==> src/rtl/decode_stage.sv <==
// decode_stage: combinational instruction decode feeding a DEPTH-entry FIFO.
// The decoded bundle is captured into the queue on accept; every o_* field is
// driven straight from the registered head entry.
//
// Ports
//   clk, rst          clock, asynchronous active-high reset
//   i_inst            32-bit instruction word
//   i_inst_valid      i_inst present
//   o_inst_ready      queue can accept (count < DEPTH), registered
//   i_flush           drop all queued and incoming instructions
//   o_valid           head entry present
//   i_ready           consumer takes the head when o_valid is high
//   o_type            0 = R-type, 1 = I/J-type (op[5])
//   o_op              opcode i_inst[31:26]
//   o_dst/o_src0/o_src1  register fields, MSB-first from i_inst[25:0]
//   o_imm             extended immediate
//   o_wb ... o_illegal   instruction class flags
module decode_stage #(
  parameter int unsigned WORD_BITS = 32,
  parameter int unsigned REG_BITS  = 5,
  parameter int unsigned DEPTH     = 2
) (
  input  logic                 clk,
  input  logic                 rst,
  input  logic [31:0]          i_inst,
  input  logic                 i_inst_valid,
  output logic                 o_inst_ready,
  input  logic                 i_flush,
  output logic                 o_valid,
  input  logic                 i_ready,
  output logic                 o_type,
  output logic [5:0]           o_op,
  output logic [REG_BITS-1:0]  o_dst,
  output logic [REG_BITS-1:0]  o_src0,
  output logic [REG_BITS-1:0]  o_src1,
  output logic [WORD_BITS-1:0] o_imm,
  output logic                 o_wb,
  output logic                 o_read_req,
  output logic                 o_write_req,
  output logic                 o_jr,
  output logic                 o_j,
  output logic                 o_jal,
  output logic                 o_branch,
  output logic                 o_illegal
);

  localparam int unsigned IMM_BITS = 26 - 2 * REG_BITS;
  localparam int unsigned PTR_BITS = $clog2(DEPTH);
  localparam int unsigned CNT_BITS = $clog2(DEPTH + 1);

  typedef struct packed {
    logic                 typ;
    logic [5:0]           op;
    logic [REG_BITS-1:0]  dst;
    logic [REG_BITS-1:0]  src0;
    logic [REG_BITS-1:0]  src1;
    logic [WORD_BITS-1:0] imm;
    logic                 wb;
    logic                 rd;
    logic                 wr;
    logic                 jr;
    logic                 j;
    logic                 jal;
    logic                 br;
    logic                 ill;
  } dec_t;

  dec_t                dec_c;
  dec_t                head_c;
  dec_t                mem_q [DEPTH];
  logic [IMM_BITS-1:0] imm_raw_c;
  logic [PTR_BITS-1:0] wr_ptr_q, wr_ptr_d;
  logic [PTR_BITS-1:0] rd_ptr_q, rd_ptr_d;
  logic [CNT_BITS-1:0] count_q, count_d;
  logic                ready_q, ready_d;
  logic                push_c, pop_c;

  assign imm_raw_c = i_inst[IMM_BITS-1:0];

  // Instruction decode; unknown opcodes keep their fields but raise only o_illegal.
  always_comb begin
    dec_c      = '0;
    dec_c.typ  = i_inst[31];
    dec_c.op   = i_inst[31:26];
    dec_c.dst  = i_inst[25 -: REG_BITS];
    dec_c.src0 = i_inst[25-REG_BITS -: REG_BITS];
    dec_c.src1 = i_inst[25-2*REG_BITS -: REG_BITS];
    case (i_inst[31:26])
      6'h00, 6'h02, 6'h04, 6'h06, 6'h08, 6'h0A, 6'h0C, 6'h0E,
      6'h10, 6'h11, 6'h12, 6'h13, 6'h14, 6'h15, 6'h16: dec_c.wb = 1'b1;
      6'h17: dec_c.jr = 1'b1;
      6'h20, 6'h22, 6'h24, 6'h26, 6'h2E: begin
        dec_c.wb  = 1'b1;
        dec_c.imm = WORD_BITS'($signed(imm_raw_c));
      end
      6'h28: begin
        dec_c.wb  = 1'b1;
        dec_c.rd  = 1'b1;
        dec_c.imm = WORD_BITS'($signed(imm_raw_c));
      end
      6'h29: begin
        dec_c.wr  = 1'b1;
        dec_c.imm = WORD_BITS'($signed(imm_raw_c));
      end
      6'h2A, 6'h2B, 6'h2F: begin
        dec_c.wb  = 1'b1;
        dec_c.imm = WORD_BITS'(imm_raw_c);
      end
      6'h2C, 6'h2D: begin
        dec_c.br  = 1'b1;
        dec_c.imm = WORD_BITS'($signed(imm_raw_c));
      end
      6'h30: begin
        dec_c.j   = 1'b1;
        dec_c.imm = WORD_BITS'(i_inst[25:0]);
      end
      6'h31: begin
        dec_c.jal = 1'b1;
        dec_c.wb  = 1'b1;
        dec_c.imm = WORD_BITS'(i_inst[25:0]);
      end
      default: dec_c.ill = 1'b1;
    endcase
  end

  // Ready is taken from registered state only, so i_ready never reaches o_inst_ready.
  assign push_c = i_inst_valid & ready_q;
  assign pop_c  = (count_q != '0) & i_ready;

  // Queue pointer / occupancy next state; flush overrides any same-cycle push or pop.
  always_comb begin
    wr_ptr_d = wr_ptr_q;
    rd_ptr_d = rd_ptr_q;
    count_d  = count_q;
    if (i_flush) begin
      wr_ptr_d = '0;
      rd_ptr_d = '0;
      count_d  = '0;
    end else begin
      if (push_c) wr_ptr_d = wr_ptr_q + PTR_BITS'(1);
      if (pop_c)  rd_ptr_d = rd_ptr_q + PTR_BITS'(1);
      case ({push_c, pop_c})
        2'b10:   count_d = count_q + CNT_BITS'(1);
        2'b01:   count_d = count_q - CNT_BITS'(1);
        default: count_d = count_q;
      endcase
    end
    ready_d = (count_d < CNT_BITS'(DEPTH));
  end

  // Control state; ready stays low through reset and rises on the first edge after.
  always_ff @(posedge clk or posedge rst) begin
    if (rst) begin
      wr_ptr_q <= '0;
      rd_ptr_q <= '0;
      count_q  <= '0;
      ready_q  <= 1'b0;
    end else begin
      wr_ptr_q <= wr_ptr_d;
      rd_ptr_q <= rd_ptr_d;
      count_q  <= count_d;
      ready_q  <= ready_d;
    end
  end

  // Entry storage; cleared on reset so the idle head reads as all zero.
  always_ff @(posedge clk or posedge rst) begin
    if (rst) begin
      for (int unsigned i = 0; i < DEPTH; i++) mem_q[i] <= '0;
    end else if (push_c && !i_flush) begin
      mem_q[wr_ptr_q] <= dec_c;
    end
  end

  assign head_c       = mem_q[rd_ptr_q];
  assign o_valid      = (count_q != '0);
  assign o_inst_ready = ready_q;
  assign o_type       = head_c.typ;
  assign o_op         = head_c.op;
  assign o_dst        = head_c.dst;
  assign o_src0       = head_c.src0;
  assign o_src1       = head_c.src1;
  assign o_imm        = head_c.imm;
  assign o_wb         = head_c.wb;
  assign o_read_req   = head_c.rd;
  assign o_write_req  = head_c.wr;
  assign o_jr         = head_c.jr;
  assign o_j          = head_c.j;
  assign o_jal        = head_c.jal;
  assign o_branch     = head_c.br;
  assign o_illegal    = head_c.ill;

endmodule

==> config.mk <==
export PLATFORM = sky130hd
export DESIGN_NAME = decode_stage
export DESIGN_NICKNAME = d
export VERILOG_FILES = /design/src/rtl/decode_stage.sv
export SDC_FILE = /design/constraint.sdc
export NUM_CORES = 1
export LEC_CHECK = 0
export ABC_AREA = 1
export CORE_MARGIN = 3
export CORE_UTILIZATION = 30
export CTS_CLUSTER_SIZE = 24
export DETAILED_ROUTE_END_ITERATION = 16
export GPL_ROUTABILITY_DRIVEN = 0
export GPL_TIMING_DRIVEN = 1
export SYNTH_ARGS = -nofsm -noshare
export SYNTH_HDL_FRONTEND = slang
export SYNTH_SLANG_ARGS = --single-unit
export TNS_END_PERCENT = 50
==> constraint.sdc <==
create_clock -name clk -period 5.2 [get_ports clk]
set_input_delay 0.52 -clock clk [delete_from_list [all_inputs] [get_ports clk]]
set_output_delay 0.52 -clock clk [all_outputs]
set_load 0.02 [all_outputs]
==> out/summary.txt <==
Residual DRC count = 0
Share of layout cells above drive strength 1 = 11.8%
Hold path depth = 2
Global-route wire length before repair = 23600 um
Vias = 4583
Wire per inst = 14.1 um
Hold path start = mem_q[43]
Status = finished clean
Layout Skew = 8.17 ps
Filler Cell Count = 1834
FF-to-FF setup slack = 2750 ps
H-tree level count = 4
Initial core utilization = 30.9%
Tot GR Track Use = 14.6%
Final core occ = 40.4%
CTS resizes = 0
WHS Endpoint = mem_q[43]
Std-Cell Rows = 49
Synth Area in XOR/XNOR = 0%
Crit path DAT = 2870 ps
Multiplexer share of the synthesized area = 6.60%
Post-DR vias/cell = 4.57
PortBufs = 100
Core box area = 0.0182 sq mm
Distinct cells, synth = 29
Min-delay worst type = reg2reg
DRT antenna net count = 0
Commonest non-fill, non-tap cell in the layout = nand2_1
Largest family of logic cells by synthesized area = simple AND/OR/NAND/NOR gates
Cts hold-fix bufs = 0
Setup tns final = 0 ps
Syn Inst Count = 677
Max Clk Rate = 0.295 GHz
RSZ-0062 raised after global routing = no
Post-CTS Setup Repair Bufs = 0
WS Path Type = reg2out
Startpoint Class = flop
Die Height = 143 um
Leakage power = 3.46 nW
Post-synthesis compound-gate area fraction = 11.4%
Post-route minimum period = 3390 ps
DR pass1 iterations = 4
Final nets = 800
Post-synthesis cell area = 0.00563 sq mm
Hold Vio Cnt, Final = 0
M1 GR Usage = 20.5%
Max Transition Viols Final = 0
Die width = 143 um
Post-synthesis sequential area ratio = 52.0%
CP max FO = 57
Clock latency on the worst-skew pair = 410 ps
Die area = 0.0204 sq mm
Initial antenna violation count = 0
Initial DRC Count = 267
Adder-cell share of the synthesized area = 0.445%
YS warnings = 0
Detailed placement HPWL = 9570 um
Cell Pwr Density = 463 mW/mm^2
Period utilization = 65.2%
Slew @ Worst Pin = 958 ps
Max Cap Viol = 0
Vias in the first global route = 4607
CTS Sinks = 117
Drt total wl = 14100 um
Reg2reg path depth = 8
Root buf cell = clkbuf_16
Reg clk slew, reported paths = 60 ps
M2 GR Usage = 22.3%
CTS tree = done
Crit path capture type = output pin
WP data required = 4680 ps
Most frequent cells in the layout = 242 x nand2_1, 116 x dfrtp_1, 100 x clkdlybuf4s50_1, 89 x o21ai_0, 49 x inv_1
Maximum vdd ir drop = 235 uV
Reg-to-reg startpoint = wr_ptr_q
Mapped Nets = 716
Post-Syn Area per Cell = 8.31 sq um
Largest net degree at the start of global routing = 59
FF-to-FF End = mem_q[15]
Synth-to-Final Area Change = 30.7%
Cts bufs inserted = 17
Simple-Gate Fraction of Synth Area = 22.2%
I/O pin cnt = 101
Clock tree buffer depth = 2
Busiest layer in global routing = met2
Seq cells post-synth = 117
Grt total ovfl = 0
Final setup vio count = 0
Diodes inserted = 0
Max_slew headroom = 36.1%
M3 GR Usage = 4.02%
## critical path, cell delays in order (launching register included)
cell and delay, ps:
dfrtp_2 990, buf_4 480, mux2_2 420, clkdlybuf4s50_1 550
## sequential cells by signal (all words and copies together), names as in the netlist
name,cells
mem_q,112
count_q,2
o_inst_ready,1
rd_ptr_q,1
wr_ptr_q,1
## synthesized netlist by cell type, drive strengths merged
master,number,area [sq um]
a21oi,1,5.00
and2,1,6.26
buf,15,101
clkbuf,27,101
clkinv,1,3.75
dfrtp,117,2930
ha,2,25.0
inv,54,203
mux2,33,372
nand2,242,908
nand3,28,173
nand4,3,18.8
nor2,27,134
nor3,1,5.00
o211ai,1,7.51
o21ai,119,603
o22ai,3,18.8
o311a,1,10.0
or2,1,6.26
## cell families (layout without fill, tap and decap cells)
| group | Yosys count | after routing |
|---|---|---|
| DFF | 117 | 117 |
| muxes | 33 | 33 |
| AOI/OAI and AO/OA | 125 | 125 |
| adders and majority gates | 2 | 2 |
| buffers and inverters | 97 | 194 |
| and+or+nand+nor | 303 | 303 |
## per-stage QoR
stage	worst slack, ps	hold WS, ps	power (W)	cell area, sq um	instances
after floorplan	1580	442	0.00187	5630	677
after global placement	2130	456	0.00227	6780	971
after detailed placement	2100	459	0.00228	6780	971
after CTS	1740	473	0.00346	7350	1003
after global routing	1610	491	0.00362	7350	1003
final	1810	469	0.00341	7350	1003
## final cells by class
type / count / area (sq um) / share of cell area [%]
sequential: 117 / 2930 / 39.8
multi-input combinational: 463 / 2300 / 31.2
tap: 229 / 287 / 3.90
clock inverter: 9 / 101 / 1.38
clock buffer: 23 / 478 / 6.50
timing repair buffer: 107 / 1050 / 14.3
inverter: 55 / 209 / 2.84
## routing by layer
| layer | routed length [um] | share of wire [%] |
|---|---|---|
| met5 | 0 | 0 |
| met4 | 110 | 0.78 |
| met3 | 679 | 4.8 |
| met2 | 6530 | 46 |
| met1 | 6810 | 48 |
## worst max path at each step
| stage | cells past startpoint | slack [ps] | to | from |
|---|---|---|---|---|
| 2_1_floorplan | 1 | 1580 | count_q[0] | rst |
| 3_3_place_gp | 8 | 2130 | mem_q[1] | i_flush |
| 3_5_place_dp | 8 | 2100 | mem_q[6] | i_flush |
| 4_1_cts | 3 | 1740 | o_imm[23] | rd_ptr_q |
| 5_1_grt | 3 | 1610 | o_imm[23] | rd_ptr_q |
| 6_report | 3 | 1810 | o_imm[23] | rd_ptr_q |
## power by group
group	switching [W]	total, W	internal [W]	leakage (nW)
clock network	0.000410	0.00115	0.000739	0.287
registers	0.000136	0.00128	0.00115	1.54
logic	0.000536	0.000975	0.000439	1.64
total	0.00108	0.00341	0.00233	3.46
(Power assumes the default switching activity.)
